===== src/rtl/serial_addsub_pkg.sv =====
`default_nettype none
// ============================================================================
//  Module      : serial_addsub_pkg
//  Description : Shared types, mode encodings and the full-adder carry helper
//                for the bit-serial adder/subtractor.
//  Revision    : 1.0  initial release
// ============================================================================
package serial_addsub_pkg;

    // Two-state controller: waiting for a request, or shifting bits through.
    typedef enum logic [0:0] {
        IDLE = 1'b0,
        RUN  = 1'b1
    } state_t;

    // Operation select on the m input.
    localparam logic MODE_ADD = 1'b0;
    localparam logic MODE_SUB = 1'b1;

    // Majority of three: the carry out of a full-adder slice.
    function automatic logic fa_carry(input logic x, input logic y, input logic z);
        return (x & y) | (x & z) | (y & z);
    endfunction

    // Subtract is a + ~b + 1: invert the addend and inject a carry of one.
    function automatic logic mode_invert(input logic mode);
        return (mode == MODE_SUB);
    endfunction

    function automatic logic mode_carry_in(input logic mode);
        return (mode == MODE_ADD) ? 1'b0 : 1'b1;
    endfunction

endpackage : serial_addsub_pkg
`default_nettype wire


===== src/rtl/serial_fa_bit.sv =====
`default_nettype none
// ============================================================================
//  Module      : serial_fa_bit
//  Description : Single combinational full-adder slice. The carry flop lives
//                in the parent so this slice can be reused every cycle.
//  Revision    : 1.0  initial release
// ============================================================================
module serial_fa_bit
    import serial_addsub_pkg::*;
(
    input  logic i_x,
    input  logic i_y,
    input  logic i_cin,
    output logic o_sum,
    output logic o_cout
);

    // Sum and carry of one bit position.
    always_comb begin
        o_sum  = i_x ^ i_y ^ i_cin;
        o_cout = fa_carry(i_x, i_y, i_cin);
    end

endmodule : serial_fa_bit
`default_nettype wire


===== src/rtl/serial_addsub.sv =====
`default_nettype none
// ============================================================================
//  Module      : serial_addsub
//  Description : Bit-serial adder/subtractor. Operands are captured on an
//                accepted start, processed LSB-first one bit per clock through
//                a single full-adder slice, and the result (s, cout, ovf) is
//                registered together with a one-cycle done pulse.
//  Revision    : 1.0  initial release
// ============================================================================
module serial_addsub
    import serial_addsub_pkg::*;
#(
    parameter int WIDTH = 4
)(
    input  logic             clk,
    input  logic             rst,
    input  logic             start,
    input  logic [WIDTH-1:0] a,
    input  logic [WIDTH-1:0] b,
    input  logic             m,
    output logic             busy,
    output logic             done,
    output logic [WIDTH-1:0] s,
    output logic             cout,
    output logic             ovf
);

    // Bit counter is just wide enough to index WIDTH positions.
    localparam int             CW     = (WIDTH > 1) ? $clog2(WIDTH) : 1;
    localparam logic [CW-1:0]  c_last = CW'(WIDTH - 1);

    state_t           r_state;
    logic [WIDTH-1:0] r_a;      // augend/minuend, shifted right each bit
    logic [WIDTH-1:0] r_b;      // addend, already inverted for subtract
    logic [WIDTH-1:0] r_sum;    // partial sum, bits enter at the MSB
    logic             r_c;      // running carry; before the last bit it is the carry into the MSB
    logic [CW-1:0]    r_cnt;
    logic             r_busy;
    logic             r_done;
    logic [WIDTH-1:0] r_s;
    logic             r_cout;
    logic             r_ovf;

    logic             w_bit;
    logic             w_carry;
    logic             w_inv;

    assign w_inv = mode_invert(m);

    serial_fa_bit u_fa (
        .i_x    (r_a[0]),
        .i_y    (r_b[0]),
        .i_cin  (r_c),
        .o_sum  (w_bit),
        .o_cout (w_carry)
    );

    // Controller and datapath: accept in IDLE, shift one bit per cycle in RUN,
    // publish the result and pulse done on the last bit.
    always_ff @(posedge clk or posedge rst) begin
        if (rst) begin
            r_state <= IDLE;
            r_a     <= '0;
            r_b     <= '0;
            r_sum   <= '0;
            r_c     <= 1'b0;
            r_cnt   <= '0;
            r_busy  <= 1'b0;
            r_done  <= 1'b0;
            r_s     <= '0;
            r_cout  <= 1'b0;
            r_ovf   <= 1'b0;
        end else begin
            r_done <= 1'b0;
            case (r_state)
                IDLE: begin
                    if (start) begin
                        r_a     <= a;
                        r_b     <= b ^ {WIDTH{w_inv}};
                        r_c     <= mode_carry_in(m);
                        r_sum   <= '0;
                        r_cnt   <= '0;
                        r_busy  <= 1'b1;
                        r_state <= RUN;
                    end
                end
                RUN: begin
                    r_a   <= {1'b0, r_a[WIDTH-1:1]};
                    r_b   <= {1'b0, r_b[WIDTH-1:1]};
                    r_sum <= {w_bit, r_sum[WIDTH-1:1]};
                    r_c   <= w_carry;
                    r_cnt <= r_cnt + CW'(1);
                    if (r_cnt == c_last) begin
                        // r_c still holds the carry into the MSB at this edge.
                        r_s     <= {w_bit, r_sum[WIDTH-1:1]};
                        r_cout  <= w_carry;
                        r_ovf   <= r_c ^ w_carry;
                        r_done  <= 1'b1;
                        r_busy  <= 1'b0;
                        r_state <= IDLE;
                    end
                end
                default: begin
                    r_state <= IDLE;
                    r_busy  <= 1'b0;
                end
            endcase
        end
    end

    assign busy = r_busy;
    assign done = r_done;
    assign s    = r_s;
    assign cout = r_cout;
    assign ovf  = r_ovf;

endmodule : serial_addsub
`default_nettype wire


===== config.mk =====
export PLATFORM = sky130hd
export DESIGN_NAME = serial_addsub
export DESIGN_NICKNAME = d
export VERILOG_FILES = /design/src/rtl/serial_addsub_pkg.sv /design/src/rtl/serial_fa_bit.sv /design/src/rtl/serial_addsub.sv
export SDC_FILE = /design/constraint.sdc
export NUM_CORES = 1
export LEC_CHECK = 0
export CORE_UTILIZATION = 40
export CTS_CLUSTER_SIZE = 8
export DETAILED_ROUTE_END_ITERATION = 16
export MAX_ROUTING_LAYER = met4
export PLACE_DENSITY_LB_ADDON = 0.25
export SLEW_MARGIN = 40
export SYNTH_ARGS = -nofsm -noshare
export SYNTH_HDL_FRONTEND = slang
export SYNTH_SLANG_ARGS = --single-unit

===== constraint.sdc =====
create_clock -name clk -period 1.3 [get_ports clk]
set_input_delay 0.195 -clock clk [delete_from_list [all_inputs] [get_ports clk]]
set_output_delay 0.195 -clock clk [all_outputs]
set_load 0.01 [all_outputs]

# Word-level counts from Yosys, hierarchy flattened
# Cells that the tools add are included.
[op_classes]
addsub = 1
n_eq_ne = 3
mux = 19
bitwise_logic = 10
n_reduce_logical = 2
[ops]
columns = ["cell", "n"]
rows = [
  ["4-bit case mux with 2 select lines", 3],
  ["4-bit two-way mux", 3],
  ["1-bit two-way mux", 8],
  ["1-bit case mux with 2 select lines", 3],
  ["2-bit case mux with 2 select lines", 1],
  ["2-bit AND reduction", 2],
  ["4-bit XOR", 1],
  ["1-bit bitwise AND", 3],
  ["1-bit XOR", 3],
  ["2-bit by 1-bit adder with 2-bit output (second input constant)", 1],
  ["2-bit equality test (second input constant)", 1],
  ["2-bit two-way mux", 1],
  ["2-bit by 1-bit != test with 1-bit output (second input constant)", 1],
  ["2-bit != test (second input constant)", 1],
  ["1-bit bitwise OR", 2],
  ["1-bit NOT", 1],
]
[word_totals]
reg_bits = 24
in_bits = 12
word_cells = 46

# Depth between registers and ports, before layout
[depth]
ltp_word = 4
mapped_depth = 4
depth_no_buf = 3

# Cells and area by module
# A second synthesis with hierarchy kept.
[unflattened]
cells_unflattened = 87
hier_area_um2 = 1036.0
[modules_own_cells]
columns = ["module", "instances", "cells_per_inst", "area_each_um2", "seq_area_each_um2"]
rows = [
  ["serial_addsub", 1, 86, 1016.0, 575.6],
  ["serial_fa_bit", 1, 1, 20.0, 0.0],
]

# Least setup slack after synthesis
# Ideal clock, no wire load.
[synth_path]
path_kind = "reg-to-reg"
start = "register r_c"
end = "register r_ovf, in the netlist ovf"
arrival_time_ns = 1.272
slack_ns = -0.097
stages_incl_launch_ff = 4
n_path_buf = 0
period_less_slack_ns = 1.397
cell_sequence = "dfrtp_1 -> fa_1 -> xor2_1 -> mux2_2"
[synth_via]
elab_chain_len = 4
word_cells_on_any_way = 5
classes_between = "5 x bitwise"
[synth_lines]
columns = ["item", "line", "rtl"]
rows = [
  ["from (decl)", "serial_addsub.sv:36", "logic r_c;"],
  ["from (signal assigned)", "serial_addsub.sv:80", "r_c <= mode_carry_in(m);"],
  ["from (signal assigned)", "serial_addsub.sv:91", "r_c <= w_carry;"],
  ["1-bit bitwise AND", "serial_addsub_pkg.sv:22", "return (x & y) | (x & z) | (y & z);"],
  ["1-bit bitwise OR", "serial_addsub_pkg.sv:22", ""],
  ["1-bit bitwise OR (*)", "serial_addsub_pkg.sv:22", ""],
  ["via u_fa.o_cout", "serial_fa_bit.sv:15", "output logic o_cout"],
  ["1-bit XOR (*)", "serial_addsub.sv:97", "r_ovf <= r_c ^ w_carry;"],
  ["to (signal assigned)", "serial_addsub.sv:97", ""],
  ["to (decl)", "serial_addsub.sv:42", "logic r_ovf;"],
]
# Mark *: on every way through the listed nets, which the timed path passes. The rest lies on a longest branch.
# A chain may end at the register's enable or synchronous reset.

# Worst setup path after layout
# Same ends and word-level chain as after synthesis.

==> flow_results.xml <==
<?xml version="1.0" encoding="UTF-8"?>
<metrics>
  <group name="status">
    <metric name="outcome" unit="">finished, violations left</metric>
    <metric name="failing_checks" unit="">negative setup slack</metric>
  </group>
  <group name="layout">
    <metric name="antenna-diode-count" unit="">0</metric>
    <metric name="fill_cells" unit="">213</metric>
    <metric name="flow.area_growth_from_synthesis" unit="%">29.46</metric>
    <metric name="drive_gt1_frac" unit="">0.1930</metric>
    <metric name="final_net_count" unit="">129</metric>
  </group>
  <group name="grt">
    <metric name="gr-total-overflow" unit="">0</metric>
    <metric name="initial_antenna_violation_count" unit="">0</metric>
    <metric name="grt_pass1_wl" unit="um">2960</metric>
    <metric name="first_global_vias" unit="">699</metric>
    <metric name="grt_use_met3" unit="">0.02609</metric>
    <metric name="gr-usage-met2" unit="">0.2637</metric>
    <metric name="grt_max_degree" unit="">24</metric>
    <metric name="gr-max-usage-layer" unit="">met2</metric>
    <metric name="grt_use_met1" unit="">0.1791</metric>
    <metric name="grtUsageTotal" unit="">0.1548</metric>
  </group>
  <group name="worst_setup_path">
    <metric name="worst-endpoint-arrival" unit="ps">1540</metric>
    <metric name="timing_worst_setup_path_type" unit="">reg2reg</metric>
    <metric name="r2r-start" unit="">r_c$_DFFE_PP0P_</metric>
    <metric name="critPathMaxStageDelay" unit="ps">420</metric>
    <metric name="slowest_stage" unit="">dfrtp_1</metric>
    <metric name="worst-r2r-cell-count" unit="">3</metric>
    <metric name="worst_setup_path_start_kind" unit="">register</metric>
    <metric name="crit_family" unit="">flip-flops</metric>
    <metric name="timing.critical_path.fanout_max" unit="">3</metric>
    <metric name="critical_path_buf_inv_count" unit="">0</metric>
    <metric name="worst_path_cell_trace" unit="">fa_2 -&gt; xor2_1 -&gt; mux2_2</metric>
    <metric name="worstSetupPathDepth" unit="">3</metric>
    <metric name="worstPathRequired" unit="ps">1500</metric>
    <metric name="timing.critical_path.to_type" unit="">register</metric>
    <metric name="startpoint" unit="">r_c$_DFFE_PP0P_</metric>
  </group>
  <group name="flow_run">
    <metric name="max_cap_violations" unit="">0</metric>
  </group>
  <group name="clock_network">
    <metric name="clk_latency" unit="ps">300</metric>
    <metric name="clock_tree_from_tritoncts" unit="">done</metric>
    <metric name="tritoncts_num_sinks" unit="">23</metric>
    <metric name="cts-buffers-inserted" unit="">3</metric>
    <metric name="cts-htree-levels" unit="">1</metric>
    <metric name="holdBufCountCts" unit="">0</metric>
    <metric name="cts.reportedPaths.clkPinSlew" unit="ps">120</metric>
    <metric name="clock-root-buffer" unit="">clkbuf_4</metric>
    <metric name="ctsLongestPathBuffers" unit="">2</metric>
  </group>
  <group name="yosys">
    <metric name="postSynthAreaPerCell" unit="um2">11.90</metric>
    <metric name="syn_inst" unit="">86</metric>
    <metric name="synth_top_cells_by_area" unit="">dfrtp_1 56%, mux2_2 7.7%, mux2i_1 4.9%, nand2_1 4.0%, xnor2_1 3.4%</metric>
    <metric name="synth_largest_area_cell" unit="">dfrtp_1</metric>
    <metric name="ys_async_sr_fraction" unit="">1.000</metric>
    <metric name="yosysWarningCount" unit="">0</metric>
    <metric name="synth_commonest_cells" unit="">23 x dfrtp_1, 11 x nand2_1, 7 x mux2_2</metric>
    <metric name="netlist.area_leader.share" unit="">0.5623</metric>
    <metric name="synthMostInstantiatedCell" unit="">dfrtp_1</metric>
    <metric name="synth-seq-area-share" unit="">0.5623</metric>
    <metric name="syn_area" unit="mm2">0.001023</metric>
    <metric name="synth_flop_cell" unit="">dfrtp_1</metric>
    <metric name="synthDistinctLibCells" unit="">23</metric>
    <metric name="syn_nets" unit="">100</metric>
    <metric name="number_of_enable_flip_flop_cells_after_synthesis" unit="">0</metric>
    <metric name="synth_register_bits" unit="">23</metric>
  </group>
  <group name="sta">
    <metric name="finalSetupViolCount" unit="">1</metric>
    <metric name="layout_min_cycle_time" unit="ps">1339</metric>
    <metric name="measured_slew_at_the_worst_slew_check_pin" unit="ps">286.4</metric>
    <metric name="timing.slew.headroom" unit="">0.8085</metric>
    <metric name="timing_max_transition_violations_final" unit="">0</metric>
    <metric name="report.final.hold_viol_count" unit="">0</metric>
    <metric name="timing.clock.skew" unit="ps">1.883</metric>
    <metric name="fin_ws" unit="ps">-38.59</metric>
    <metric name="final.period_utilization" unit="">1.030</metric>
    <metric name="grt_setup_unrepaired" unit="">true</metric>
    <metric name="hold_ws" unit="ps">217.1</metric>
    <metric name="finalSetupTns" unit="ps">-38.59</metric>
    <metric name="achievable-frequency" unit="GHz">0.7471</metric>
  </group>
  <group name="route">
    <metric name="detailedRoute.firstIterationViolations" unit="">6</metric>
    <metric name="drt-vias-per-instance" unit="">5.042</metric>
    <metric name="postRouteAntennaNets" unit="">0</metric>
    <metric name="routed_wl" unit="um">1673</metric>
    <metric name="route.vias.total" unit="">716</metric>
    <metric name="initial_drt_pass_iterations" unit="">3</metric>
    <metric name="detail_route.wl_per_cell" unit="um">11.78</metric>
    <metric name="post-route-drc-count" unit="">0</metric>
  </group>
  <group name="place">
    <metric name="port-buffer-count" unit="">19</metric>
    <metric name="place_congestion" unit="">0.7662</metric>
    <metric name="sum_of_net_half_perimeters_after_detailed_placement" unit="um">1235</metric>
  </group>
  <group name="worst_hold_path">
    <metric name="hold_path.class" unit="">in2async</metric>
  </group>
  <group name="floorplan">
    <metric name="fp-row-count" unit="">17</metric>
    <metric name="die-width" unit="um">52.59</metric>
    <metric name="pin_count" unit="">20</metric>
    <metric name="chipHeight" unit="um">52.59</metric>
    <metric name="design.die.area" unit="mm2">0.002765</metric>
    <metric name="core-area" unit="mm2">0.002318</metric>
    <metric name="initial_core_util" unit="">0.4414</metric>
  </group>
  <group name="power_and_ir_drop">
    <metric name="static-leakage-power" unit="nW">0.6362</metric>
    <metric name="irDropWorstVdd" unit="mV">1.010</metric>
    <metric name="power.density_cell_area" unit="mW/mm2">1920</metric>
    <metric name="design_power_total" unit="mW">2.545</metric>
  </group>
</metrics>
## metal layers
| metal | routed length (um) | share of wire |
|---|---|---|
| met1 | 742 | 0.44 |
| met2 | 840 | 0.50 |
| met3 | 58 | 0.035 |
| met4 | 32 | 0.019 |
| met5 | 0 | 0 |
## layout by cell type, fill, tap and decap left out, drive strengths merged, types with 3 or more instances in the layout
cell and instances:
o211ai 3, clkbuf 4, buf 10, mux2i 5, dfrtp 23, nand2 11, dlygate4sd2 8, nor2 4
mux2 7, clkdlybuf4s50 11, or3b 3, inv 3, xnor2 4, nand2b 3, o21ai 7
## through the flow
step	worst slack (ps)	instances	util	instance area (um2)
floorplan	8.825	86	-	1026
global placement	-76.96	137	0.5580	1294
detailed placement	-140.1	137	0.5580	1294
CTS	-46.14	142	0.5693	1320
global route	-66.12	142	0.5715	1325
finish	-38.59	142	0.5715	1325
## layout make-up
class                   instances  area [um2]  share of cell area
well taps                      28       35.03             0.02644
multi-input cells              55       409.1              0.3088
flip-flops and latches         23       575.6              0.4344
repair buffers                 29       267.8              0.2021
clock buffers                   4       26.28             0.01983
inverters                       3       11.26            0.008499
## sequential cells by signal (all words and copies together) (netlist names)
register,flops
r_cnt,2
r_state,1
r_b,4
ovf,1
r_sum,3
r_a,4
busy,1
r_c,1
done,1
cout,1
s,4
## worst min-delay path, cell delays in order
cell             delay (ps)
clkdlybuf4s50_1         400
inv_1                    50
buf_4                   280
## what timing repair did
item,4_1_cts,5_1_grt
endpoints found under the setup margin,14,6
buffers inserted,1,0
pin swaps,0,1
resized for setup,9,1
## worst paths after layout
check / end / slack [ps]
max: ovf$_DFFE_PP0P_ / -40
min: done$_DFF_PP0_ / 220
max reg2reg: ovf$_DFFE_PP0P_ / -40
min reg2reg: r_a[0]$_DFFE_PP0P_ / 510
max in group asynchronous: r_a[3]$_DFFE_PP0P_ / 860
min in group clk: r_a[0]$_DFFE_PP0P_ / 510
## cells by family after synthesis
logic type,share of synthesized area
AOI/OAI and AO/OA,0.08313
xor gates and xnor gates,0.04279
adders and majority gates,0.03178
buffers and inverters,0.04767
DFF,0.5623
muxes,0.1259
and+or+nand+nor,0.1064
## power breakdown
group / switching [mW] / internal, mW / total [mW]
logic: 0.456 / 0.597 / 1.05
registers: 0.167 / 1.00 / 1.17
clock network: 0.204 / 0.119 / 0.324
total: 0.827 / 1.72 / 2.54
Note: power is estimated with default switching activity, not from simulation.
